<file path="src/rtl/ads7883_emu.sv">
// ADS7883 12-bit ADC emulator: SPI responder fed from a 2-entry sample buffer.
// Pin inputs are asynchronous and synchronised; all logic runs on clk.
module ads7883_emu #(
  parameter int          SYNC_STAGES = 2,
  parameter int          LEAD_ZEROS  = 2,
  parameter int          FRAME_BITS  = 16,
  parameter logic [11:0] IDLE_VALUE  = 12'h000
) (
  input  logic        clk,
  input  logic        rst,
  input  logic [11:0] s_data,
  input  logic        s_valid,
  output logic        s_ready,
  input  logic        ads7883_sclk,
  input  logic        ads7883_ncs,
  output logic        ads7883_sdo,
  output logic        ads7883_sdo_oe,
  output logic        frame_done,
  output logic        frame_abort,
  output logic        underrun,
  output logic [15:0] frame_cnt
);

  localparam int DATA_W = 12;
  localparam int IDX_W  = $clog2(FRAME_BITS);
  localparam logic [IDX_W-1:0] LAST_IDX = IDX_W'(FRAME_BITS - 1);

  typedef enum logic [1:0] {IDLE, SHIFT, HOLD} state_t;

  function automatic logic [FRAME_BITS-1:0] frame_word(input logic [DATA_W-1:0] sample);
    logic [FRAME_BITS-1:0] w;
    w = '0;
    w[FRAME_BITS-1-LEAD_ZEROS -: DATA_W] = sample;
    return w;
  endfunction

  logic [SYNC_STAGES-1:0] sclk_sync, ncs_sync, flush;
  logic                   sclk_d, ncs_d, armed;
  logic                   sclk_s, ncs_s, sclk_fall, ncs_fall, ncs_rise;

  state_t                 state, state_nxt;
  logic [IDX_W-1:0]       bit_idx;
  logic [FRAME_BITS-1:0]  shreg;
  logic [DATA_W-1:0]      last_sample;
  logic [DATA_W-1:0]      buf_q [2];
  logic [1:0]             buf_cnt;
  logic                   buf_empty, buf_full, push, pop, pop_req;
  logic                   load, shift, done_nxt, abort_nxt, under_nxt;

  // Synchroniser and edge detect; presets read as ncs/sclk high
  always_ff @(posedge clk) begin
    if (rst) begin
      sclk_sync <= '1;
      ncs_sync  <= '1;
      flush     <= '0;
      sclk_d    <= 1'b1;
      ncs_d     <= 1'b1;
      armed     <= 1'b0;
    end else begin
      sclk_sync <= {sclk_sync[SYNC_STAGES-2:0], ads7883_sclk};
      ncs_sync  <= {ncs_sync[SYNC_STAGES-2:0], ads7883_ncs};
      flush     <= {flush[SYNC_STAGES-2:0], 1'b1};
      sclk_d    <= sclk_s;
      ncs_d     <= ncs_s;
      // A frame may only start once ncs has genuinely been seen high since reset
      armed     <= armed | (flush[SYNC_STAGES-1] & ncs_s);
    end
  end

  assign sclk_s    = sclk_sync[SYNC_STAGES-1];
  assign ncs_s     = ncs_sync[SYNC_STAGES-1];
  assign sclk_fall = sclk_d & ~sclk_s;
  assign ncs_fall  = armed & ncs_d & ~ncs_s;
  assign ncs_rise  = ~ncs_d & ncs_s;

  // Sample buffer
  assign buf_empty = (buf_cnt == 2'd0);
  assign buf_full  = (buf_cnt == 2'd2);
  assign s_ready   = ~buf_full;
  assign push      = s_valid & ~buf_full;
  assign pop       = pop_req & ~buf_empty;

  always_ff @(posedge clk) begin
    if (rst) begin
      buf_cnt <= 2'd0;
    end else if (push && !pop) begin
      buf_cnt <= buf_cnt + 2'd1;
    end else if (pop && !push) begin
      buf_cnt <= buf_cnt - 2'd1;
    end
  end

  always_ff @(posedge clk) begin
    if (pop) begin
      buf_q[0] <= push ? s_data : buf_q[1];
    end else if (push) begin
      buf_q[buf_cnt[0]] <= s_data;
    end
  end

  // Frame FSM
  always_comb begin
    state_nxt      = state;
    pop_req        = 1'b0;
    load           = 1'b0;
    shift          = 1'b0;
    done_nxt       = 1'b0;
    abort_nxt      = 1'b0;
    under_nxt      = 1'b0;
    ads7883_sdo    = 1'b1;
    ads7883_sdo_oe = 1'b0;
    case (state)
      IDLE: begin
        if (ncs_fall) begin
          pop_req   = 1'b1;
          load      = 1'b1;
          under_nxt = buf_empty;
          state_nxt = SHIFT;
        end
      end
      SHIFT: begin
        ads7883_sdo    = shreg[FRAME_BITS-1];
        ads7883_sdo_oe = 1'b1;
        if (ncs_rise) begin
          abort_nxt = 1'b1;
          state_nxt = IDLE;
        end else if (sclk_fall) begin
          if (bit_idx == LAST_IDX) begin
            done_nxt  = 1'b1;
            state_nxt = HOLD;
          end else begin
            shift = 1'b1;
          end
        end
      end
      HOLD: begin
        ads7883_sdo    = 1'b0;
        ads7883_sdo_oe = 1'b1;
        if (ncs_rise) state_nxt = IDLE;
      end
      default: state_nxt = IDLE;
    endcase
  end

  always_ff @(posedge clk) begin
    if (load) begin
      shreg <= frame_word(buf_empty ? last_sample : buf_q[0]);
    end else if (shift) begin
      shreg <= {shreg[FRAME_BITS-2:0], 1'b0};
    end
  end

  always_ff @(posedge clk) begin
    if (rst) begin
      state       <= IDLE;
      bit_idx     <= '0;
      last_sample <= IDLE_VALUE;
      frame_cnt   <= 16'd0;
      frame_done  <= 1'b0;
      frame_abort <= 1'b0;
      underrun    <= 1'b0;
    end else begin
      state <= state_nxt;
      if (load) begin
        bit_idx <= '0;
      end else if (shift) begin
        bit_idx <= bit_idx + IDX_W'(1);
      end
      if (pop) last_sample <= buf_q[0];
      if (done_nxt) frame_cnt <= frame_cnt + 16'd1;
      frame_done  <= done_nxt;
      frame_abort <= abort_nxt;
      underrun    <= under_nxt;
    end
  end

endmodule

</file>
<file path="config.mk">
export PLATFORM = sky130hd
export DESIGN_NAME = ads7883_emu
export DESIGN_NICKNAME = d
export VERILOG_FILES = /design/src/rtl/ads7883_emu.sv
export SDC_FILE = /design/constraint.sdc
export NUM_CORES = 1
export LEC_CHECK = 0
export ABC_CLOCK_PERIOD_IN_PS = 3400
export CAP_MARGIN = 40
export CORE_AREA = 2 2 83 85
export DETAILED_ROUTE_END_ITERATION = 12
export DIE_AREA = 0 0 85 87
export PLACE_DENSITY_LB_ADDON = 0.08
export SLEW_MARGIN = 25
export SYNTH_ARGS = -nofsm -noshare
export SYNTH_HDL_FRONTEND = slang
export SYNTH_SLANG_ARGS = --single-unit
</file>
<file path="constraint.sdc">
create_clock -name clk -period 3.4 [get_ports clk]
set_clock_uncertainty 0.2 [all_clocks]
set_input_delay 0.85 -clock clk [delete_from_list [all_inputs] [get_ports clk]]
set_output_delay 0.85 -clock clk [all_outputs]
set_load 0.005 [all_outputs]
</file>
**After elaboration in Yosys (flattened, before gate mapping)**

Memory sizes are Yosys's and may differ from the RTL's.
Index checks and enable logic that the tools add are counted.

- Memories: 1
- Word-level logic and storage cells: 94
- Output and inout bits: 22
- Bits in registers: 62
- RAM bits: 24
- Input bits: 17

Memories:

| memory | depth | bits a word | rd ports | clocked after memory_dff | wr ports | RTL line | RTL |
|---|---|---|---|---|---|---|---|
| buf_q | 2 | 12 | 2 | 0 | 1 | 45 | `logic [DATA_W-1:0] buf_q [2];` |

- Bitwise gates (word level): 16
- Eq/ne operators: 8
- Mux-type cells: 34
- Reduce and logical (&&, ||, !) cells: 14
- Add/subtract/negate cells: 4

Operators by type and width:

| operator | number |
|---|---|
| $mux 12 | 3 |
| $mux 14 | 2 |
| $mux 1 | 20 |
| $add 16x1->16 const B | 1 |
| $mux 2 | 7 |
| $reduce_or 12->1 | 1 |
| $not 1->1 | 8 |
| $and 1x1->1 | 7 |
| $ne 3x3->1 const B | 2 |
| $pmux 2 s3 | 1 |
| $reduce_or 2->1 | 3 |
| $add 4x1->4 const B | 1 |
| $eq 2x2->1 const B | 2 |
| $eq 4x4->1 const B | 1 |
| $logic_not 2->1 | 2 |
| $ne 2x2->1 const B | 2 |
| $reduce_and 4->1 | 1 |
| $reduce_bool 2->1 | 2 |
| $reduce_or 3->1 | 1 |
| $add 2x1->2 const B | 1 |
| $eq 2x1->1 const B | 1 |
| $logic_and 1x1->1 | 2 |
| $logic_not 1->1 | 2 |
| $pmux 1 s2 | 1 |
| 2 further kinds | 2 |

**Logic depth before layout (Yosys ltp)**

Gate-level depths: netlist of run 1.

- Depth in word-level cells: 9
- Depth in mapped cells: 11

**Worst setup path after synthesis of run 1**

Ideal clock, no wire load.

- Path kind: register to register
- Start: reg state[0]
- End: mem buf_q[0][0] (enable)
- Library setup time: 0.386 ns
- Cell stages (with the launch flop): 9
- Slack: 0.498 ns
- Data arrival time: 2.316 ns
- Cells stage by stage: dfxtp_1 > inv_1 > ha_1 > nand4b_1 > nor2_1 > inv_1 > buf_1 > ha_1 > mux2i_1

- Word-level cells in the longest chain between the ends: 7
- Elaborated cells between the ends (all ways): 10

RTL lines:

| what | RTL line | RTL |
|---|---|---|
| start, declared | 41 | `state_t state, state_nxt;` |
| start signal, assigned | 163 | `state <= state_nxt;` |
| $logic_not 2->1 * | 112 | `case (state)` |
| $mux 1 * | 112 |  |
| $and 1x1->1 * | 81 | `assign pop = pop_req & ~buf_empty;` |
| $mux 1 | 94 | `if (pop) begin` |
| $mux 1 (not written as such) | 97 | `buf_q[buf_cnt[0]] <= s_data;` |
| $reduce_or 12->1 (no source line) | -- |  |
| $mux 1 (no source line) | -- |  |
| end, declared | 45 |  |

Every way passes the cells marked *; elsewhere a longest branch is shown, timed or not.

**Final worst setup path of run 1**

- Start: reg state[1]
- End: out ads7883_sdo

- Word-level cells in the longest chain between the ends: 2
- Elaborated cells between the ends (all ways): 3

RTL lines:

| what | RTL line | RTL |
|---|---|---|
| $eq 2x2->1 or $eq 2x1->1 (tied branches) | 112 |  |
| $pmux 1 s2 * | 112 |  |
| end, declared | 16 | `output logic ads7883_sdo,` |

Marked as above.

==> results of run 1 <==
## sequential cells by signal, indices dropped and copies added, names as in the netlist
name and cells:
last_sample 12, ncs_d 1, shreg 14, bit_idx 4, frame_done 1, frame_abort 1, ncs_sync 2, state 2
sclk_d 1, armed 1, flush 2, sclk_sync 2, underrun 1, buf_q 24, buf_cnt 2, frame_cnt 16
## metrics by stage
step	std cells	hold WS (ns)	total power (uW)	util
finish	455	0.215	2240	0.648
floorplan	327	0.189	1380	-
global route	455	0.230	2340	0.648
detailed placement	439	0.197	1480	0.614
global placement	439	0.191	1470	0.614
CTS	455	0.218	2260	0.648
## path summary, 6_finish.rpt
check	slack, ns	end	cells after the start	start
worst max-delay path	0.58	ads7883_sdo	4	state[1]
worst max register to register	0.66	buf_cnt[1]	11	state[1]
worst min-delay path	0.22	sclk_sync[1]	1	sclk_sync[0]
worst min register to register	0.22	sclk_sync[1]	1	sclk_sync[0]
## cells by family (layout without fill, tap and decap cells)
group	Yosys count	in the layout	share of synthesized area
compound gates	56	56	0.0870
xor+xnor	6	6	0.0148
fa+ha+maj	7	7	0.0246
buf+inv	22	70	0.0257
flops	86	86	0.586
mux	31	31	0.0919
simple gates	119	119	0.170
## power by group
part,internal (uW),leakage (uW),switching (uW)
combinational,136,0.000695,140
sequential,1150,0.000738,32.4
clock,416,0.000106,370
## cell usage in the layout, fill, tap and decap left out, drive strengths merged, types with 3 or more instances in the layout
cell,count
clkbuf,9
or3,4
clkdlybuf4s50,38
nand4,4
nand2,49
o31ai,9
and3,3
edfxtp,36
nor2b,4
mux2i,18
or2,8
mux2,13
buf,8
or4,9
dfxtp,50
nor2,16
xnor2,3
xor2,3
inv,9
o21ai,16
nand3,8
ha,7
a21oi,28
## metal layers
metal	share of wire	vias to the layer above	GRT usage
li1	-	1263	-
met1	0.50	1173	0.264
met2	0.45	38	0.268
met3	0.037	6	0.0512
met4	0.0097	0	0.0635
met5	0	-	0
## area by class of cell
| cell class | count | share of cell area |
|---|---|---|
| clock buffers | 9 | 0.0291 |
| clock inverters | 7 | 0.0229 |
| inverters | 8 | 0.00706 |
| multi-input cells | 219 | 0.324 |
| flip-flops and latches | 86 | 0.489 |
| well taps | 80 | 0.0235 |
| repair buffers | 46 | 0.104 |
==> metrics.cfg, run 1 <==
[power]
leakage_uw=0.00154
p_per_area_mw_per_mm2=526
vdd_drop_max_mv=0.376

[detailed_routing]
wire_per_inst_um=13.9
routed_wl_mm=6.32
first_iter_violations=175
routed_via_density=5.45
ant_nets=0
drcViolationCount=0
firstDrtPassIters=4
vias=2480

[synthesis]
synth_cells=327
synth_common_cells=dfxtp_1 (50), nand2_1 (49), edfxtp_1 (36)
yosysUniqueCellTypes=39
ys.flop_type=dfxtp_1
synth_area_leaders=edfxtp_1 (30%), dfxtp_1 (28%), nand2_1 (5.2%)
synth_edf_count=36
async_flop_share=0
syn_area_mm2=0.00355
yosysTopAreaCellShare=0.304
synth.most_common_cell=dfxtp_1
seq_area_frac_synth=0.586
synth_top_cell_by_area=edfxtp_1
synth_warnings=0
ys_ff_latch=86
syn_avg_cell_area_um2=10.9
syn-num-nets=351

[sta]
hold_viol=0
setup_viol_count_final=0
period_needed_ns=2.82
drv_slew=0
worst_slack_ns=0.575
setup_tns_ns=0
max_freq_ghz=0.354
final.period_utilization=0.831
rsz0062_at_grt=false
slew_headroom=0.586
tightest_slew_ns=0.620

[run]
drv_cap=0

[die]
die-height_um=87
initial_core_util=0.541
die_x_um=85
die_area_mm2=0.00740
rows=30
core_area_mm2=0.00657
ioPinCount=39

[layout]
syn2layout_area_growth_pct=19.7
multi_input_area_mm2=0.00138
n_fill_cell=561
diodes=0
design_area_mm2=0.00425
drive_gt1_frac=0.115
regArea_mm2=0.00208
nNetsFinal=394

[outcome]
status=finished, final reports clean

[cts]
clkLatencyLatePin_ns=0.35
clkTransAtPathRegs_ns=0.09
clock_sinks=86
post-cts-setup-buffers=0
ctsResizeCount=0
clockRootBuffer=clkbuf_8
cts_inserted_buffers=9
cts_tree=done
ctsLongestPathBuffers=2
cts_max_level=3
postCtsHoldBufs=0

[critical_path]
worstSetupEndpointType=output port
crit_buf_inv=2
slowest_delay_ns=0.51
worstPathArrival_ns=1.77
worstSetupPathType=flip-flop to output port
crit_family=buffers and inverters
worst_ep_required_time_ns=2.35
crit_slowest_cell=clkdlybuf4s50_1
start_kind=flip-flop
crit_chain=inv_1, ha_1, mux2i_1, clkdlybuf4s50_1
critPathMaxFanout=6

[global_routing]
grt_overflow=0
antenna_found_initial=0
grt.total_usage=0.183
grt_max_degree=26
grt_pass1_wl_mm=10.8
grt_pass1_vias=2248

[place]
dp_slack_ns=0.576
postPlaceCellArea_mm2=0.00403
place.gp.congestion=0.819
post-dp-hpwl_mm=4.41
port_buffers=38

[worst_hold_path]
hold_path.class=flip-flop to flip-flop

(Power assumes the default switching activity.)
==> run 2: changes to the inputs <==
ABC_CLOCK_PERIOD_IN_PS = 2700   (was 3400)
clock period = 2.7 ns   (was 3.4 ns; I/O delays follow)
==> metrics.cfg, run 2 (same netlist as run 1, synthesis figures left out) <==
[critical_path]
worstPathArrival_ns=1.71  ; -0.06 ns
worstSetupEndpointType=output port
critPathMaxFanout=6  ; unchanged
worst_ep_required_time_ns=1.82  ; -0.53 ns
worstSetupPathType=flip-flop to output port
start_kind=flip-flop

[detailed_routing]
first_iter_violations=145  ; -17%
vias=2491  ; +0.44%
routed_via_density=5.46  ; +0.22%
ant_nets=0  ; unchanged
firstDrtPassIters=4  ; unchanged
routed_wl_mm=6.31  ; -0.13%
wire_per_inst_um=13.8  ; -0.35%
drcViolationCount=0  ; unchanged

[global_routing]
met1_usage=0.252  ; -0.0120
grt_pass1_wl_mm=10.4  ; -3.2%
grt.total_usage=0.178  ; -0.00527
grt_busiest_layer=met2
grt_max_degree=32  ; +23%
antenna_found_initial=0  ; unchanged
gr-usage-met2=0.266  ; -0.00142
grt_pass1_vias=2241  ; -0.31%
grtUsageMet3=0.0464  ; -0.00474
grt_overflow=0  ; unchanged

[outcome]
status=finished, final reports clean

[layout]
largest_register_ffs=24  ; unchanged
final_cell_mix=nand2_1 (49), dfxtp_1 (49), clkdlybuf4s50_1 (38)
syn2layout_area_growth_pct=20.6
nNetsFinal=395  ; +0.25%
diodes=0  ; unchanged
top_regs=buf_q x24, frame_cnt x16, shreg x14
drive_gt1_frac=0.128  ; +0.0130
n_fill_cell=525  ; -6.4%
utilization=0.652  ; +0.00457
top_register=buf_q
design_area_mm2=0.00428  ; +0.71%

[cts]
cts_max_level=3  ; unchanged
clockRootBuffer=clkbuf_8
ctsLongestPathBuffers=2  ; unchanged
ctsResizeCount=0  ; unchanged
clkTransAtPathRegs_ns=0.09  ; about the same
post-cts-setup-buffers=0  ; unchanged
clkLatencyLatePin_ns=0.36  ; about the same
cts_tree=done
clock_sinks=86  ; unchanged
postCtsHoldBufs=0  ; unchanged
cts_inserted_buffers=9  ; unchanged

[worst_hold_path]
hold_path.class=flip-flop to flip-flop

[run]
drv_cap=0  ; unchanged

[die]
die_area_mm2=0.00740  ; unchanged
ioPinCount=39  ; unchanged
die_x_um=85  ; unchanged
rows=30  ; unchanged
die-height_um=87  ; unchanged
initial_core_util=0.541  ; unchanged
core_area_mm2=0.00657  ; unchanged

[place]
port_buffers=38  ; unchanged
postPlaceCellArea_mm2=0.00407  ; +0.99%
place.gp.congestion=0.710  ; -13%
post-dp-hpwl_mm=4.41  ; +0.14%

[sta]
setup_tns_ns=0  ; unchanged
drv_slew=0  ; unchanged
hold_viol=0  ; unchanged
max_freq_ghz=0.387
slew_headroom=0.662  ; +0.0766
setup_viol_count_final=0  ; unchanged
period_needed_ns=2.58
tightest_slew_ns=0.506  ; -0.114 ns
final.period_utilization=0.957
rsz0062_at_grt=false

[power]
leakage_uw=0.00154  ; +0.12%
p_per_area_mw_per_mm2=640  ; +22%
vdd_drop_max_mv=0.325  ; -14%

## run 2: where the power goes
group / internal (uW) / switching, uW
Clock: 431 / 468
Combinational: 180 / 176
Sequential: 1440 / 44.7
Total: 2050 / 689
## run 2: layout make-up
cell class / instances / area (um^2) / area share
inverters: 8 / 30.0 / 0.00701
repair buffers: 47 / 460 / 0.107
well taps: 80 / 100 / 0.0234
flip-flops and latches: 86 / 2080 / 0.486
multi-input cells: 219 / 1410 / 0.330
clock buffers: 9 / 124 / 0.0289
clock inverters: 7 / 73.8 / 0.0172
## run 2: final timing paths
kind | start | cells after the start | endpoint | slack, ns
worst max-delay path | state[1] | 4 | ads7883_sdo | 0.12
worst min-delay path | ncs_sync[0] | 1 | ncs_sync[1] | 0.21
worst min register to register | ncs_sync[0] | 1 | ncs_sync[1] | 0.21
worst max register to register | state[1] | 7 | frame_cnt[11] | 0.28
## run 2: per-layer routing
layer	up-vias	wire length (um)
met1	1175	3160
met5	-	0
li1	1266	-
met2	42	2890
met4	0	70
met3	8	193
## run 2: metrics by stage
| stage | power [uW] | cells | hold slack, ns | worst slack (ns) |
|---|---|---|---|---|
| 3_3_place_gp | 1860 | 440 | 0.193 | 0.178 |
| 3_5_place_dp | 1870 | 440 | 0.202 | 0.112 |
| 5_1_grt | 2860 | 456 | 0.226 | 0.0260 |
| 4_1_cts | 2760 | 456 | 0.218 | 0.0138 |
| 2_1_floorplan | 1750 | 327 | 0.189 | 0.0507 |
| 6_report | 2740 | 456 | 0.214 | 0.117 |
## run 2: critical path, cell delays in order, from the launching register on
cell and delay (ns):
dfxtp_1 0.33, inv_1 0.13, ha_4 0.18, mux2i_1 0.19, clkdlybuf4s50_1 0.52
==> run 3: changes to the inputs <==
ABC_AREA = 1   (was not set)
CORE_AREA = 2 2 95 97   (was 2 2 83 85)
DIE_AREA = 0 0 97 99   (was 0 0 85 87)
==> metrics.cfg, run 3 <==
[sta]
drv_slew=0  ; unchanged
hold_viol=0  ; unchanged
worst_slack_ns=0.149  ; +0.0322 ns
rsz0062_at_grt=false
max_freq_ghz=0.392  ; +1.3%
final.period_utilization=0.945  ; -0.0119
setup_viol_count_final=0  ; unchanged
holdWs_ns=0.208  ; -0.00599 ns
setup_tns_ns=0  ; unchanged
slew_headroom=0.668  ; +0.00571
period_needed_ns=2.55  ; -0.0322 ns
tightest_slew_ns=0.497  ; -0.00852 ns

[layout]
final_common_cell=nand2_1
utilization=0.526  ; -0.127
largest_register_ffs=24  ; unchanged
top_register=buf_q
drive_gt1_frac=0.138  ; +0.00984
n_fill_cell=803  ; +53%
instances_no_fill=588  ; +29%
diodes=0  ; unchanged
multi_input_area_mm2=0.00141  ; -0.18%
top_regs=buf_q x24, frame_cnt x16, shreg x14
syn2layout_area_growth_pct=20.1
nNetsFinal=499  ; +26%
final_cell_mix=nand2_1 (125), dfxtp_1 (50), nand3_1 (39), nor2_1 (39)
regArea_mm2=0.00208  ; about the same

[synthesis]
syn-num-nets=452  ; +29%
synth_area_leaders=edfxtp_1 (29%), dfxtp_1 (27%), nand2_1 (13%)
synth.most_common_cell=nand2_1
synth_warnings=0  ; unchanged
ys.flop_type=dfxtp_1
synth_edf_count=36  ; unchanged
seq_area_frac_synth=0.557  ; -0.0294
syn_avg_cell_area_um2=8.74  ; -20%
ys_ff_latch=86  ; unchanged
syn_area_mm2=0.00374  ; +5.3%
yosysUniqueCellTypes=33  ; -15%
async_flop_share=0  ; unchanged
yosysTopAreaCellShare=0.289  ; -0.0153
synth_cells=428  ; +31%
synth_top_cell_by_area=edfxtp_1
synth_common_cells=nand2_1 (125), dfxtp_1 (50), nand3_1 (39), nor2_1 (39), inv_1 (38)

[detailed_routing]
firstDrtPassIters=4  ; unchanged
wire_per_inst_um=12.0  ; -14%
routed_via_density=4.79  ; -12%
drcViolationCount=0  ; unchanged
ant_nets=0  ; unchanged
routed_wl_mm=7.03  ; +11%
vias=2819  ; +13%
first_iter_violations=114  ; -21%

[die]
core_area_mm2=0.00855  ; +30%
die_x_um=97  ; +14%
ioPinCount=39  ; unchanged
initial_core_util=0.438  ; -0.103
die-height_um=99  ; +14%
rows=34  ; +13%
die_area_mm2=0.00960  ; +30%

[cts]
clockRootBuffer=clkbuf_8
ctsLongestPathBuffers=2  ; unchanged
cts_inserted_buffers=9  ; unchanged
postCtsHoldBufs=0  ; unchanged
cts_max_level=3  ; unchanged
clkTransAtPathRegs_ns=0.09  ; about the same
ctsResizeCount=0  ; unchanged
clock_sinks=86  ; unchanged
post-cts-setup-buffers=0  ; unchanged
clkLatencyLatePin_ns=0.35  ; about the same
cts_tree=done

[critical_path]
worst_ep_required_time_ns=1.82  ; about the same
worstSetupEndpointType=output port
worst-r2r-cell-count=12  ; +5
r2r_end=buf_cnt[1]
r2r-start=state[0]
start_kind=flip-flop
worstPathArrival_ns=1.68  ; -0.03 ns
r2r_setup_slack_ns=0.51  ; +0.23 ns
worstSetupPathType=flip-flop to output port
critPathMaxFanout=5  ; -1

[global_routing]
grt.total_usage=0.155  ; -0.0231
grt_max_degree=25  ; -22%
antenna_found_initial=0  ; unchanged
grt_pass1_wl_mm=12.2  ; +17%
grt_overflow=0  ; unchanged
grt_pass1_vias=2620  ; +17%

[place]
post-dp-hpwl_mm=4.97  ; +12%
dp.cells=572  ; +30%
place.gp.congestion=0.767  ; +8.0%
port_buffers=38  ; unchanged
dp_slack_ns=0.170  ; +0.0580 ns

[worst_hold_path]
min_path_cells=2  ; +1
hold_end=flush[1]
worstHoldStart=flush[0]
hold_path.class=flip-flop to flip-flop

[run]
drv_cap=0  ; unchanged

[outcome]
status=finished, final reports clean

[power]
p_per_area_mw_per_mm2=625  ; -2.4%
vdd_drop_max_mv=0.276  ; -15%
leakage_uw=0.00182  ; +18%

run 3: cell types whose count changed after synthesis, sizes merged, moves of 5 or more:
cell    change
buf         +8
or4         -9
nand2      +86
nand4       +5
nor2       +30
o31ai       -9
mux2       -13
mux2i      -18
o21ai       -7
clkbuf      -9
nand3      +33
inv        +35
run 3: layout make-up:
cell class                 count  area share
multi-input combinational    286       0.314
timing repair buffer          49       0.103
inverter                      43      0.0365
clock inverter                 2     0.00306
sequential                    86       0.463
tap                          108      0.0301
clock buffer                  14      0.0504
run 3: worst max-delay path, stage by stage (launching register included):
cell             delay, ns
dfxtp_1               0.36
inv_1                 0.07
ha_1                  0.24
o21ai_0               0.16
clkdlybuf4s50_1       0.51
run 3: power by group:
part           leakage [uW]  switching (uW)  internal, uW
Combinational      0.000960             182           140
Sequential         0.000741            35.1          1430
Clock              0.000121             463           555
Total               0.00182             680          2130
run 3: cell families after synthesis:
logic type / Yosys count / synth area share
compound gates: 36 / 0.0585
flops: 86 / 0.557
xor+xnor: 3 / 0.00702
buf+inv: 56 / 0.0666
simple gates: 240 / 0.288
fa+ha+maj: 7 / 0.0234
run 3: layer usage:
layer	part of all wire	vias to the layer above	GRT usage	wire length, um
met5	0	-	0	0
met1	0.48	1274	0.200	3410
met3	0.033	11	0.0262	235
met2	0.47	55	0.260	3270
li1	-	1479	-	-
met4	0.017	0	0.0650	117
run 3: worst max-delay path by stage:
| stage | startpoint | to | slack (ns) | cells past startpoint |
|---|---|---|---|---|
| 6_report | state[1] | ads7883_sdo | 0.15 | 4 |
| 5_1_grt | state[1] | ads7883_sdo | 0.02 | 4 |
| 4_1_cts | state[1] | ads7883_sdo | 0.12 | 4 |
| 3_5_place_dp | s_valid | buf_q[1][7] | 0.17 | 7 |
| 3_3_place_gp | s_valid | buf_q[1][7] | 0.21 | 7 |
| 2_1_floorplan | state[0] | buf_q[1][0] | 0.24 | 11 |
run 3: per-stage QoR:
stage               power, uW  area, um^2
CTS                      2840        4490
finish                   2810        4490
global route             2940        4490
floorplan                1700        3740
global placement         1820        4250
detailed placement       1830        4250
